--- src/rtl/imem_loader_if.sv ---
// Handshake and memory-write bus between the program-byte source, the loader and the memory.
// The master modport is the loader side; the slave modport is the source/memory/CPU side.
interface imem_loader_if;
    logic        start;
    logic [15:0] word_count;
    logic        byte_valid;
    logic [7:0]  byte_data;
    logic        byte_ready;
    logic        mem_we;
    logic [31:0] mem_addr;
    logic [31:0] mem_wdata;
    logic        cpu_reset;
    logic        busy;
    logic        done;
    logic        error;

    modport master (
        input  start, word_count, byte_valid, byte_data,
        output byte_ready, mem_we, mem_addr, mem_wdata, cpu_reset, busy, done, error
    );

    modport slave (
        output start, word_count, byte_valid, byte_data,
        input  byte_ready, mem_we, mem_addr, mem_wdata, cpu_reset, busy, done, error
    );
endinterface

--- src/rtl/imem_loader.sv ---
// Byte-stream program loader: assembles little-endian words, writes them to memory, then releases the CPU.
// Optional trailer checksum verification is enabled by defining IMEM_LOADER_CHECKSUM_EN.
module imem_loader #(
    parameter logic [31:0] BASE_ADDR  = 32'd0,
    parameter int          ADDR_WIDTH = 10
) (
    input  logic         clk,
    input  logic         reset,
    imem_loader_if.master bus
);

    typedef enum logic [2:0] {
        ST_IDLE  = 3'd0,
        ST_LOAD  = 3'd1,
        ST_WRITE = 3'd2,
`ifdef IMEM_LOADER_CHECKSUM_EN
        ST_CHECK = 3'd3,
`endif
        ST_DONE  = 3'd4,
        ST_ERROR = 3'd5
    } state_t;

    // Where the FSM goes once all words are written (or immediately for an empty program).
`ifdef IMEM_LOADER_CHECKSUM_EN
    localparam state_t ST_FINAL = ST_CHECK;
`else
    localparam state_t ST_FINAL = ST_DONE;
`endif

    localparam logic [32:0] CAPACITY = 33'd1 << ADDR_WIDTH;

    state_t                  state_r;
    state_t                  state_nxt_s;
    logic [ADDR_WIDTH-1:0]   index_r;
    logic [1:0]              lane_r;
    logic [15:0]             word_count_r;
    logic [23:0]             shift_r;
    logic [31:0]             word_s;
    logic                    accept_s;
    logic                    start_acc_s;
    logic                    overflow_s;
    logic                    last_word_s;
`ifdef IMEM_LOADER_CHECKSUM_EN
    logic [31:0]             checksum_r;
`endif

    function automatic logic takes_bytes(input state_t s);
        logic r;
        case (s)
            ST_LOAD:  r = 1'b1;
`ifdef IMEM_LOADER_CHECKSUM_EN
            ST_CHECK: r = 1'b1;
`endif
            default:  r = 1'b0;
        endcase
        return r;
    endfunction

    function automatic logic is_busy(input state_t s);
        logic r;
        case (s)
            ST_LOAD, ST_WRITE: r = 1'b1;
`ifdef IMEM_LOADER_CHECKSUM_EN
            ST_CHECK:          r = 1'b1;
`endif
            default:           r = 1'b0;
        endcase
        return r;
    endfunction

    assign accept_s    = bus.byte_valid && bus.byte_ready;
    assign word_s      = {bus.byte_data, shift_r};
    assign overflow_s  = {17'd0, bus.word_count} > CAPACITY;
    assign last_word_s = ({{(32-ADDR_WIDTH){1'b0}}, index_r} + 32'd1) == {16'd0, word_count_r};
    assign start_acc_s = bus.start &&
                         ((state_r == ST_IDLE) || (state_r == ST_DONE) || (state_r == ST_ERROR));

    // Next-state decision for the load sequencer.
    always_comb begin
        state_nxt_s = state_r;
        case (state_r)
            ST_IDLE, ST_DONE, ST_ERROR: begin
                if (!start_acc_s) begin
                    state_nxt_s = state_r;
                end else if (overflow_s) begin
                    state_nxt_s = ST_ERROR;
                end else if (bus.word_count == 16'd0) begin
                    state_nxt_s = ST_FINAL;
                end else begin
                    state_nxt_s = ST_LOAD;
                end
            end
            ST_LOAD: begin
                if (accept_s && (lane_r == 2'd3)) begin
                    state_nxt_s = ST_WRITE;
                end else begin
                    state_nxt_s = ST_LOAD;
                end
            end
            ST_WRITE: begin
                if (last_word_s) begin
                    state_nxt_s = ST_FINAL;
                end else begin
                    state_nxt_s = ST_LOAD;
                end
            end
`ifdef IMEM_LOADER_CHECKSUM_EN
            ST_CHECK: begin
                if (accept_s && (lane_r == 2'd3)) begin
                    state_nxt_s = (word_s == checksum_r) ? ST_DONE : ST_ERROR;
                end else begin
                    state_nxt_s = ST_CHECK;
                end
            end
`endif
            default: state_nxt_s = ST_IDLE;
        endcase
    end

    // State, datapath and registered outputs (outputs decoded from the next state).
    always_ff @(posedge clk or posedge reset) begin
        if (reset) begin
            state_r        <= ST_IDLE;
            index_r        <= '0;
            lane_r         <= 2'd0;
            word_count_r   <= 16'd0;
            shift_r        <= 24'd0;
`ifdef IMEM_LOADER_CHECKSUM_EN
            checksum_r     <= 32'd0;
`endif
            bus.byte_ready <= 1'b0;
            bus.mem_we     <= 1'b0;
            bus.mem_addr   <= BASE_ADDR;
            bus.mem_wdata  <= 32'd0;
            bus.cpu_reset  <= 1'b1;
            bus.busy       <= 1'b0;
            bus.done       <= 1'b0;
            bus.error      <= 1'b0;
        end else begin
            state_r        <= state_nxt_s;
            bus.byte_ready <= takes_bytes(state_nxt_s);
            bus.mem_we     <= (state_nxt_s == ST_WRITE);
            bus.cpu_reset  <= (state_nxt_s != ST_DONE);
            bus.busy       <= is_busy(state_nxt_s);
            bus.done       <= (state_nxt_s == ST_DONE);
            bus.error      <= (state_nxt_s == ST_ERROR);

            if (start_acc_s) begin
                word_count_r <= bus.word_count;
                if (!overflow_s) begin
                    index_r    <= '0;
                    lane_r     <= 2'd0;
`ifdef IMEM_LOADER_CHECKSUM_EN
                    checksum_r <= 32'd0;
`endif
                end else begin
                    index_r    <= index_r;
                end
            end else if (accept_s) begin
                lane_r <= lane_r + 2'd1;
                case (lane_r)
                    2'd0:    shift_r[7:0]   <= bus.byte_data;
                    2'd1:    shift_r[15:8]  <= bus.byte_data;
                    2'd2:    shift_r[23:16] <= bus.byte_data;
                    default: begin
                        // Only program words go to memory; the checksum trailer is compared, not stored.
                        if (state_r == ST_LOAD) begin
                            bus.mem_wdata <= word_s;
                            bus.mem_addr  <= BASE_ADDR + (32'(index_r) << 2);
                        end else begin
                            bus.mem_wdata <= bus.mem_wdata;
                        end
                    end
                endcase
            end else if (state_r == ST_WRITE) begin
                index_r    <= index_r + {{(ADDR_WIDTH-1){1'b0}}, 1'b1};
`ifdef IMEM_LOADER_CHECKSUM_EN
                checksum_r <= checksum_r + bus.mem_wdata;
`endif
            end else begin
                index_r <= index_r;
            end
        end
    end

endmodule

--- src/flat_wrapper.sv ---
// flat-port wrapper written by rule: the top's interface ports become plain ports
module imem_loader_flat 
#(
    parameter logic [31:0] BASE_ADDR  = 32'd0,
    parameter int          ADDR_WIDTH = 10
)
  (clk, reset, bus_start, bus_word_count, bus_byte_valid, bus_byte_data, bus_byte_ready, bus_mem_we, bus_mem_addr, bus_mem_wdata, bus_cpu_reset, bus_busy, bus_done, bus_error);
  imem_loader_if bus_i ();
  input  logic clk;
  input  logic reset;
  input wire logic [$bits(bus_i.start)-1:0] bus_start;
  input wire logic [$bits(bus_i.word_count)-1:0] bus_word_count;
  input wire logic [$bits(bus_i.byte_valid)-1:0] bus_byte_valid;
  input wire logic [$bits(bus_i.byte_data)-1:0] bus_byte_data;
  output wire logic [$bits(bus_i.byte_ready)-1:0] bus_byte_ready;
  output wire logic [$bits(bus_i.mem_we)-1:0] bus_mem_we;
  output wire logic [$bits(bus_i.mem_addr)-1:0] bus_mem_addr;
  output wire logic [$bits(bus_i.mem_wdata)-1:0] bus_mem_wdata;
  output wire logic [$bits(bus_i.cpu_reset)-1:0] bus_cpu_reset;
  output wire logic [$bits(bus_i.busy)-1:0] bus_busy;
  output wire logic [$bits(bus_i.done)-1:0] bus_done;
  output wire logic [$bits(bus_i.error)-1:0] bus_error;
  assign bus_i.start = bus_start;
  assign bus_i.word_count = bus_word_count;
  assign bus_i.byte_valid = bus_byte_valid;
  assign bus_i.byte_data = bus_byte_data;
  assign bus_byte_ready = bus_i.byte_ready;
  assign bus_mem_we = bus_i.mem_we;
  assign bus_mem_addr = bus_i.mem_addr;
  assign bus_mem_wdata = bus_i.mem_wdata;
  assign bus_cpu_reset = bus_i.cpu_reset;
  assign bus_busy = bus_i.busy;
  assign bus_done = bus_i.done;
  assign bus_error = bus_i.error;
  imem_loader #(.BASE_ADDR(BASE_ADDR), .ADDR_WIDTH(ADDR_WIDTH)) u_core (.clk(clk), .reset(reset), .bus(bus_i));
endmodule
--- config.mk ---
export PLATFORM = sky130hd
export DESIGN_NAME = imem_loader_flat
export DESIGN_NICKNAME = d
export VERILOG_FILES = /design/src/rtl/imem_loader_if.sv /design/src/rtl/imem_loader.sv /design/src/flat_wrapper.sv
export SDC_FILE = /design/constraint.sdc
export NUM_CORES = 1
export LEC_CHECK = 0
export BUFFER_PORTS_ARGS = -buffer_cell sky130_fd_sc_hd__buf_2
export CORE_ASPECT_RATIO = 1.25
export CORE_MARGIN = 3
export CORE_UTILIZATION = 51
export CTS_BUF_LIST = sky130_fd_sc_hd__clkbuf_2 sky130_fd_sc_hd__clkbuf_4 sky130_fd_sc_hd__clkbuf_8
export CTS_CLUSTER_DIAMETER = 200
export CTS_CLUSTER_SIZE = 24
export DETAILED_ROUTE_END_ITERATION = 8
export PLACE_DENSITY = 0.78
export SLEW_MARGIN = 20
export SYNTH_ARGS = -nofsm -noshare
export SYNTH_HDL_FRONTEND = slang
export SYNTH_SLANG_ARGS = --single-unit
--- constraint.sdc ---
create_clock -name clk -period 2.57 [get_ports clk]
set_input_delay 0 -clock clk [delete_from_list [all_inputs] [get_ports clk]]
set_output_delay 0 -clock clk [all_outputs]
set_load 0.1 [all_outputs]
Yosys cells after proc, flatten, opt, wreduce, memory -nomap -nowiden --
Cells that the tools add are included.
Word-level totals: memory bits (read-only) 0, output and inout bits 70, input port bits 28, memories 0, bits in latches 0, memory bits (writable) 0, register bits after elaboration 103
Operators by class: muxes and demuxes 15, magnitude comparators 1, equal/unequal tests 15, add/sub/neg operators 3, div/mod/pow operators 0, multiply operators 0, shift-type cells 0, bitwise gates (word level) 2, reductions and logical operators 19
Operators by type and width (count):
- 2-to-1 mux 10 bit | 4
- equality test 32 x 16 -> 1 bit | 1
- > comparator 16 x 11 -> 1 bit, second input constant | 1
- zero test 16 bit | 1
- equality test 3 bit, second input constant | 4
- 2-to-1 mux 3 bit | 4
- AND reduction 3 bit | 4
- adder 10 x 1 -> 11 bit, second input constant | 1
- adder 10 x 1 -> 10 bit, second input constant | 1
- one-hot mux 3 bit (3 select lines) | 1
- 2-to-1 mux 2 bit | 4
- equality test 3 x 1 -> 1 bit, second input constant | 2
- equality test 3 x 2 -> 1 bit, second input constant | 2
- OR reduction 3 bit | 2
- equality test 2 bit, second input constant | 2
- != test 2 bit, second input constant | 2
- AND reduction 4 bit | 1
- nonzero test 2 bit | 2
- logical AND 1 bit | 3
- zero test 3 bit | 1
- != test 3 bit, second input constant | 1
- adder 2 x 1 -> 2 bit, second input constant | 1
- equality test 2 x 1 -> 1 bit, second input constant | 1
- zero test 2 bit | 1
- 5 further kinds | 8

Depth between registers and ports, before layout --
Gate-level depths: netlist (run 1).
depth in word-level cells 9, depth in mapped cells 7, gate-level depth less buffers 7

Least setup slack after synthesis (run 1) --
Ideal clock, no wire load.
path kind reg-to-reg, start register u_core.bus.byte_ready, end register u_core.bus.mem_addr[10], arrival time 2.170 ns, required time 2.442 ns, path slack 0.272 ns, cell stages (with the launch flop) 7, cell sequence dfrtp_1 nand2_1 nor2_2 and3_1 buf_2 buf_4 mux2_1
Between the ends: cells in the longest elaborated chain, start to end 2
Ends and longest elaborated chain:
- start: declaration | RTL line imem_loader_if.sv:19 | output byte_ready, mem_we, mem_addr, mem_wdata, cpu_reset, busy, done, error
- start signal: assignment | RTL line imem_loader.sv:141 | bus.byte_ready <= takes_bytes(state_nxt_s);
- logical AND 1 bit | RTL line imem_loader.sv:71 | assign accept_s = bus.byte_valid && bus.byte_ready;
- AND reduction 4 bit (no line)
- end signal: assignment | RTL line imem_loader.sv:169 | bus.mem_addr <= BASE_ADDR + (32'(index_r) << 2);
- end: declaration | RTL line imem_loader_if.sv:19
No other way between the ends. A chain may end at the register's enable or synchronous reset.

Worst setup path after layout (run 1) --
start register u_core.index_r[0], end register u_core.state_r[0]
Between the ends: cells in the longest elaborated chain, start to end 4
Ends and longest elaborated chain:
- start: declaration | RTL line imem_loader.sv:34 | logic [ADDR_WIDTH-1:0] index_r;
- start signal: assignment | RTL line imem_loader.sv:157 | index_r <= index_r;
- start signal: assignment | RTL line imem_loader.sv:176 | index_r <= index_r + {{(ADDR_WIDTH-1){1'b0}}, 1'b1};
- start signal: assignment | RTL line imem_loader.sv:181 | index_r <= index_r;
- adder 10 x 1 -> 11 bit | RTL line imem_loader.sv:74 | assign last_word_s = ({{(32-ADDR_WIDTH){1'b0}}, index_r} + 32'd1) == {16'd0, word_count_r};
- equality test 32 x 16 -> 1 bit | RTL line imem_loader.sv:74
- 2-to-1 mux 3 bit | RTL line imem_loader.sv:101 | if (last_word_s) begin
- one-hot mux 3 bit (3 select lines) | RTL line imem_loader.sv:81 | case (state_r)
- named net u_core.state_nxt_s[0] | RTL line imem_loader.sv:33 | state_t state_nxt_s;
- end signal: assignment | RTL line imem_loader.sv:140 | state_r <= state_nxt_s;
- end: declaration | RTL line imem_loader.sv:32 | state_t state_r;
The timed path passes the listed nets, and every way through them passes these cells.

==> metrics, run 1 <==
status complete, no violations; clk sink count 103; per-cell routed wire length 15.6 um; number of library cell types mapped by synthesis 53; critical path data arrival time 2.65 ns; core area 8840 sq um; CTS tree built; Die Y 113 um; max-slew violation count 0; Avg Inst Size Synth 13.0 sq um; post-DP HPWL 6.40 mm; fin crit share 93.2%; area grow syn2layout 18.4%; CTS Buf Count 9; Final Non-Filler Cells between 500 and 600; Max Cap Viol 0; Post-Syn Instances 360; most common cell in the netlist dfrtp_1; Max VDD drop 0.497 mV; adder-cell share of the synthesized area 1.60%; main combinational cell family by area after synthesis multiplexers; Routed WL 9.15 mm; WP data required 2.82 ns; Synth Area in Compound Gates 6.24%; simple-gate share of the synthesized area 9.01%; layout cells sized above 1 32.1%; CP top delay family simple AND/OR/NAND/NOR gates; Max Fclk 418 MHz; CTS Hold Bufs 26; Routed Antenna Nets 0; antenna violations before repair 0; total grt overflow 0; unrepaired setup endpoints after global routing no; Leakage roughly 2.7 nW; root buffer cell clkbuf_8; total track usage 18.4%; Post-synth EDFFs 0; fin crit period approximately 2.4 ns; RD Place Congestion a little over 0.9; area share of the largest cell type after synthesis a little over half; H-tree levels 3; crit-path max FO 9; Least-Margin Pin Slew 0.531 ns; synthesized area 4690 sq um; Initial DRC Count 76; Vias/cell 5.26; total negative slack 0 ns; crit path cell chain ha_1 > or3b_1 > a211oi_1 > a211oi_2 > nor4_4 > nand4b_1 > a21o_1; register area share after synthesis 54.9%; clock-pin slew on the worst setup and hold paths roughly 0.1 ns; Rows 38; largest net degree at the start of global routing 104; Layout Nets between 400 and 500; placed cells between 500 and 600; die area ~10000 sq um; Ant. Diodes 0; #FFs+latches synth just over 100; # Post-CTS Setup Buffers 0; Initial Util 53.1%; power per cell area 1260 nW/um^2; die width 91.8 um; dominant synthesized flop cell dfrtp_1; Worst setup SP type register; CTS Buffer Depth 2; clk_lat worst skew 0.37 ns; drt pass-1 iters 5; final setup fails 0; crit path kind register to register; CP endpoint kind register; # DRC 0; Async S/R FF share, synth 100%; slowest stage delay, CP 0.48 ns; Area contributors post-synth dfrtp_1 (54%), mux2_1 (10%), mux2_2 (9.8%); PortBufs 75; Final Hold Violating Endpoints 0; Post-synth top cells dfrtp_1 (102), mux2_1 (42), mux2_2 (41); Ports 98; Crit path buffers/inverters 0; via count 3086; Clock Skew 0.0138 ns; Slew HR 64.6%; vias in the first global route 3139; Yosys warning count 0; Post-CTS Resized 0; first-pass GRT wire length 15.3 mm; Hold WC Path Type primary input to register; slowest CP cell dfrtp_1; XOR/XNOR Fraction of Synth Area 2.43%; post-synthesis mux area share 19.9%; cell taking the most area after synthesis dfrtp_1
-- layout by cell type (no fill, tap or decap), types with 5 or more instances in the layout --
cell	n
nor4_1	5
mux2_2	41
dlygate4sd3_1	26
dfrtp_1	102
buf_2	75
xor2_1	7
nand2_1	17
nor2_1	10
xnor2_1	6
nand3_1	5
conb_1	22
o21ai_0	15
o31ai_1	5
mux2_1	42
a21oi_1	5
ha_1	6
clkbuf_8	9
-- path summary, 6_finish.rpt --
check	end	from	slack (ns)	depth (start not counted)
worst max-delay path	u_core.state_r[0]	u_core.index_r[0]	0.18	7
worst max register to register	u_core.state_r[0]	u_core.index_r[0]	0.18	7
max in group asynchronous	u_core.bus.cpu_reset	reset	1.84	4
worst min-delay path	u_core.bus.cpu_reset	bus_start	0.09	4
min in group asynchronous	u_core.shift_r[22]	reset	0.29	4
worst min register to register	u_core.bus.mem_wdata[25]	u_core.bus.mem_wdata[25]	0.49	1
-- cells by family (layout without fill, tap and decap cells) --
logic type,Yosys count,after routing
fa+ha+maj,6,6
xor+xnor,13,13
other cells,1,22
buf+inv,41,127
mux,83,83
flops,103,103
compound gates,43,43
simple gates,70,70
-- power by group --
part	switching [mW]	internal (mW)	total (mW)
Sequential	0.354	2.21	2.57
Combinational	2.54	0.854	3.40
Clock	0.555	0.468	1.02
-- area by class of cell --
type                            instances  area (sq um)
Multi-Input combinational cell        237          1920
Clock inverter                          6          67.6
Fill cell                             685          3280
Sequential cell                       103          2580
Clock buffer                           10           131
Timing Repair Buffer                  106           686
Inverter                                5          22.5
Tap cell                              120           150
-- worst min-delay path: cells and delay by family --
family | cells | cell delay, ns
and+or+nand+nor | 1 | 0.08
AOI/OAI and AO/OA | 2 | 0.22
buffers and inverters | 1 | 0.12
-- layer usage --
layer	share of wire [%]	track usage, %	vias up
li1	-	-	1453
met1	41	23.1	1535
met2	53	31.9	83
met3	4.2	3.66	15
met4	1.8	6.34	0
met5	0	0	-
-- state kept, by name, indices dropped and copies added, names as in the netlist --
name / flops
u_core.word_count_r: 16
u_core.bus.mem_wdata: 32
u_core.lane_r: 2
u_core.bus.busy: 1
u_core.index_r: 10
u_core.bus.error: 1
u_core.shift_r: 24
u_core.bus.mem_addr: 10
u_core.state_r: 3
u_core.bus.done: 1
u_core.bus.cpu_reset: 1
u_core.bus.mem_we: 1
u_core.bus.byte_ready: 1
-- per-stage QoR --
stage	hold WS, ns	worst slack, ns	cell area, sq um	util (%)	power, mW
detailed placement	0.198	0.206	5100	57.7	5.99
CTS	0.0789	0.185	5560	62.9	7.04
finish	0.0908	0.175	5560	62.9	6.99
global placement	0.194	0.296	5100	57.7	5.89
floorplan	0.135	0.272	4780	-	5.43
global route	0.103	0.0329	5560	62.9	7.33
Power figures use the tool's default switching activity.
==> run 2, diff against run 1 <==
--- a/config.mk
+++ b/config.mk
@@ -13,7 +13,7 @@
 export CTS_CLUSTER_DIAMETER = 200
 export CTS_CLUSTER_SIZE = 24
 export DETAILED_ROUTE_END_ITERATION = 8
-export PLACE_DENSITY = 0.78
+export PLACE_DENSITY = 0.83
 export SLEW_MARGIN = 20
 export SYNTH_ARGS = -nofsm -noshare
 export SYNTH_HDL_FRONTEND = slang
==> run 2 against run 1 <==
Net effect: combinational power about the same; maximum frequency increased by 1.7%; wire length increased by 2.0%; critical endpoint unchanged.
==> metrics, run 2 (synthesis results as in run 1) <==
status complete, no violations; Initial DRC Count 104; via count 3132; unrepaired setup endpoints after global routing no; Clock Skew 0.0103 ns; die width just over 90 um; total negative slack 0 ns; WP data required 2.82 ns; vias in the first global route 3147; RD Place Congestion 0.918; pre-CTS WS 0.245 ns; Die Y 113 um; # fillers 699; Least-Margin Pin Slew around 0.8 ns; drt pass-1 iters 4; final setup margin 0.216 ns; Routed Antenna Nets 0; H-tree levels 3; Slew HR 48.1%; met2 Usage GRT 32.3%; Initial Util 53.1%; CP endpoint kind register; core area 8840 sq um; hold_ws 0.0773 ns; CTS Buf Count 9; first-pass GRT wire length roughly 15 mm; GRT met1 Usage 23.4%; clock-pin slew on the worst setup and hold paths ~0.1 ns; internal power between 3 and 4 mW; Final Hold Violating Endpoints 0; Vias/cell 5.34; area grow syn2layout 18.1%; Worst setup SP type register; fin crit period around 2.4 ns; layer carrying the most global-route usage met2; PortBufs 75; crit-path max FO 9; sw power about 3.5 mW; Ant. Diodes 0; total track usage 18.4%; combinational fraction of design power 49.3%; Routed WL 9.33 mm; Leakage 2.69 nW; root buffer cell clkbuf_8; layout cells sized above 1 32.1%; Hold WC Path Type primary input to register; clock network power share 13.4%; CTS tree built; largest register by flop count u_core.bus.mem_wdata; per-cell routed wire length 15.9 um; Rows 38; total power draw 6.92 mW; Max Fclk between 400 and 500 MHz; max-slew violation count 0; # DRC 0; critical path data arrival time 2.60 ns; final setup fails 0; clk_lat worst skew 0.36 ns; power per cell area 1250 nW/um^2; post-layout util 62.7%; total grt overflow 0; Largest register FFs 32; Max VDD drop ~0.48 mV; commonest cells after routing, fill and taps aside dfrtp_1 (102), buf_2 (75), mux2_1 (42); clk sink count roughly 100; Switching Share 50.5%; Layout Nets 497; Post-CTS Resized 0; fin crit share about nine tenths; antenna violations before repair 0; Ports 98; crit path kind register to register; most common cell after layout, fill and taps aside dfrtp_1; Max Cap Viol 0; Reg power frac 37.3%; die area 10400 sq um; CTS Buffer Depth 2; largest net degree at the start of global routing 50; routing usage on met3 under 10%; largest registers u_core.bus.mem_wdata (32), u_core.shift_r (24), u_core.word_count_r (16); post-DP HPWL 6.69 mm
[run 2: cell types whose count changed in the layout (fill, tap and decap cells not counted), sizes merged]
cell / change
buf: +1
bufinv: -1
clkbuf: -1
clkinv: +1
[run 2: power by group through the flow]
stage	Sequential, mW	Clock, mW	Combinational, mW
after floorplan	4.26	0	1.17
after global placement	2.57	0	3.32
after detailed placement	2.61	0	3.39
after CTS	2.58	0.952	3.43
after global routing	2.65	1.02	3.58
final	2.58	0.926	3.41
[run 2: routing by layer]
layer / wire length, um / share of wire, % / vias to the layer above
li1: - / - / 1453
met3: 454 / 4.9 / 12
met4: 114 / 1.2 / 0
met1: 3900 / 42 / 1569
met5: 0 / 0 / -
met2: 4860 / 52 / 98
[run 2: through the flow]
step | instance area (sq um) | instances
after floorplan | 4780 | 381
after global placement | 5110 | 546
after detailed placement | 5110 | 546
after CTS | 5550 | 587
after global routing | 5550 | 587
final | 5550 | 587
[run 2: worst max-delay path, cell delays in order, from the launching register on]
cell and delay (ns):
dfrtp_1 0.49, ha_1 0.34, or3b_1 0.40, a211oi_1 0.29
a211oi_2 0.08, nor4_4 0.32, nand4b_1 0.14, a21o_1 0.19
[run 2: layout make-up]
class	instances	area (sq um)	area share (%)
flip-flops and latches	103	2580	46.5
multi-input cells	237	1920	34.7
repair buffers	107	693	12.5
well taps	120	150	2.71
clock buffers	9	124	2.23
clock inverters	6	53.8	0.970
inverters	5	22.5	0.406
[run 2: what timing repair did]
action	CTS	global route
hold buffers	26	0
hold endpoints to repair	83	0
buffers inserted	0	0
endpoints found under the setup margin	0	0
[run 2: worst paths after layout]
check                                       start                       end  slack [ns]  cells past startpoint
setup reg to reg                u_core.index_r[0]         u_core.state_r[0]        0.22                      7
hold reg to reg            u_core.bus.mem_addr[3]    u_core.bus.mem_addr[3]        0.49                      1
setup / recovery                u_core.index_r[0]         u_core.state_r[0]        0.22                      7
hold / removal                          bus_start      u_core.bus.cpu_reset        0.08                      4
max in group asynchronous                   reset      u_core.bus.cpu_reset        1.57                      4
min in group asynchronous                   reset  u_core.bus.mem_wdata[22]        0.31                      3
==> run 3, diff against run 2 <==
--- a/config.mk
+++ b/config.mk
@@ -8,12 +8,13 @@
 export BUFFER_PORTS_ARGS = -buffer_cell sky130_fd_sc_hd__buf_2
 export CORE_ASPECT_RATIO = 1.25
 export CORE_MARGIN = 3
-export CORE_UTILIZATION = 51
+export CORE_UTILIZATION = 49
 export CTS_BUF_LIST = sky130_fd_sc_hd__clkbuf_2 sky130_fd_sc_hd__clkbuf_4 sky130_fd_sc_hd__clkbuf_8
 export CTS_CLUSTER_DIAMETER = 200
 export CTS_CLUSTER_SIZE = 24
 export DETAILED_ROUTE_END_ITERATION = 8
-export PLACE_DENSITY = 0.83
+export PLACE_DENSITY = 0.8
+export REMOVE_ABC_BUFFERS = 1
 export SLEW_MARGIN = 20
 export SYNTH_ARGS = -nofsm -noshare
 export SYNTH_HDL_FRONTEND = slang
==> run 3 against run 2 <==
Net effect: first-iteration DRC count rose by 15%; sequential share of layout area is 0.073 points lower; wire length is 0.36% higher; flip-flop and latch count is the same; critical path type unchanged; clock power grew 7.2%; clock skew up 0.0061 ns; via count fell by 1.1%; non-clock buffer count unchanged.
==> metrics, run 3 (synthesis results as in run 1) <==
Final Hold Violating Endpoints 0; root buffer cell clkbuf_8; max-slew violation count 0; clock-pin slew on the worst setup and hold paths roughly 0.11 ns; area grow syn2layout 18.3%; # Post-CTS Setup Buffers 0; Largest register FFs 32; RD Place Congestion 0.863; # DRC 0; first-pass GRT wire length 15.5 mm; Least-Margin Pin Slew 0.588 ns; per-cell routed wire length 15.8 um; post-DP HPWL around 6.7 mm; Routed Antenna Nets 0; final setup fails 0; fin crit period 2.38 ns; final setup margin roughly 0.19 ns; Max VDD drop between 0.5 and 0.6 mV; unrepaired setup endpoints after global routing no; PortBufs 75; Layout Nets 497; Slew HR between 60% and 70%; drt pass-1 iters 4; vias in the first global route 3175; critical path data arrival time 2.66 ns; Max Fclk around 420 MHz; total grt overflow 0; CTS Buf Count 9; Ports 98; Crit path buffers/inverters 0; Vias/cell around 5.2; WP data required 2.85 ns; CTS tree built; CP endpoint kind register; most common cell after layout, fill and taps aside dfrtp_1; largest net degree at the start of global routing 48; antenna violations before repair 0; status complete, no violations; H-tree levels 3; commonest cells after routing, fill and taps aside dfrtp_1 (102), buf_2 (75), mux2_1 (42); total power draw 6.97 mW; Die Y ~120 um; Worst setup SP type register; total track usage 18.5%; die area about 11000 sq um; Rows 39; CTS Buffer Depth 2; die width 93.5 um; crit path cell chain ha_1 > nand3_1 > o21a_1 > or4_1 > o211ai_2 > nand4b_1 > a21o_1; core area 9220 sq um; Hold WC Path Type primary input to register; pre-CTS WS around 0.23 ns; fin crit share 92.5%; Initial DRC Count between 100 and 150; via count 3099; slowest CP cell dfrtp_1; clk_lat worst skew about 0.38 ns; Leakage ~2.7 nW; largest registers u_core.bus.mem_wdata (32), u_core.shift_r (24), u_core.word_count_r (16); Routed WL between 9 and 10 mm; Clock Skew 0.0164 ns; slowest stage delay, CP 0.52 ns; layout cells sized above 1 32.3%; Post-CTS Resized 0; crit path kind register to register; largest register by flop count u_core.bus.mem_wdata; Ant. Diodes 0; Max Cap Viol 0; crit-path max FO 9; CP top delay family simple AND/OR/NAND/NOR gates; Initial Util 50.9%; power per cell area 1260 nW/um^2; CTS Hold Bufs 26; clk sink count 103
-- run 3: power breakdown --
group          leakage, nW  switching [mW]  internal, mW
combinational         1.29            2.55         0.855
clock               0.0970           0.611         0.383
sequential            1.31           0.366          2.21
total                 2.70            3.53          3.45
-- run 3: tightest hold or removal path, stage by stage --
cell     delay [ns]
buf_2          0.12
nand2_1        0.08
a21oi_1        0.09
o21ai_1        0.11
-- run 3: area by class of cell --
type                    count  area, sq um
clock inverters             7         72.6
fillers                   721         3670
repair buffers            107          681
inverters                   5         21.3
multi-input cells         237         1920
well taps                 123          154
flip-flops and latches    103         2580
clock buffers               9          124
-- run 3: through the flow --
stage / cells / setup TNS [ns] / util, % / hold WS (ns) / cell area [sq um]
2_1_floorplan: 345 / -32.57 / - / 0.135 / 4520
3_3_place_gp: 549 / 0 / 55.3 / 0.106 / 5100
5_1_grt: 591 / 0 / 60.2 / 0.0710 / 5550
6_report: 591 / 0 / 60.2 / 0.0686 / 5550
3_5_place_dp: 549 / 0 / 55.3 / 0.117 / 5100
4_1_cts: 591 / 0 / 60.2 / 0.0488 / 5550
-- run 3: routing by layer --
metal  up-vias  part of all wire [%]  track usage (%)
met2        90                    53             33.9
li1       1458                     -                -
met1      1542                    41             22.0
met5         -                     0                0
met4         0                   1.3             5.49
met3         9                   4.6             3.51
-- run 3: path summary, 6_finish.rpt --
kind | slack, ns | cells past startpoint | endpoint | start
max | 0.19 | 7 | u_core.state_r[0] | u_core.index_r[0]
min | 0.07 | 4 | u_core.bus.cpu_reset | bus_start
max reg2reg | 0.19 | 7 | u_core.state_r[0] | u_core.index_r[0]
min reg2reg | 0.49 | 1 | u_core.bus.mem_addr[8] | u_core.bus.mem_addr[8]
max in group asynchronous | 1.53 | 4 | u_core.bus.mem_wdata[12] | reset
min in group asynchronous | 0.24 | 3 | u_core.bus.mem_wdata[25] | reset
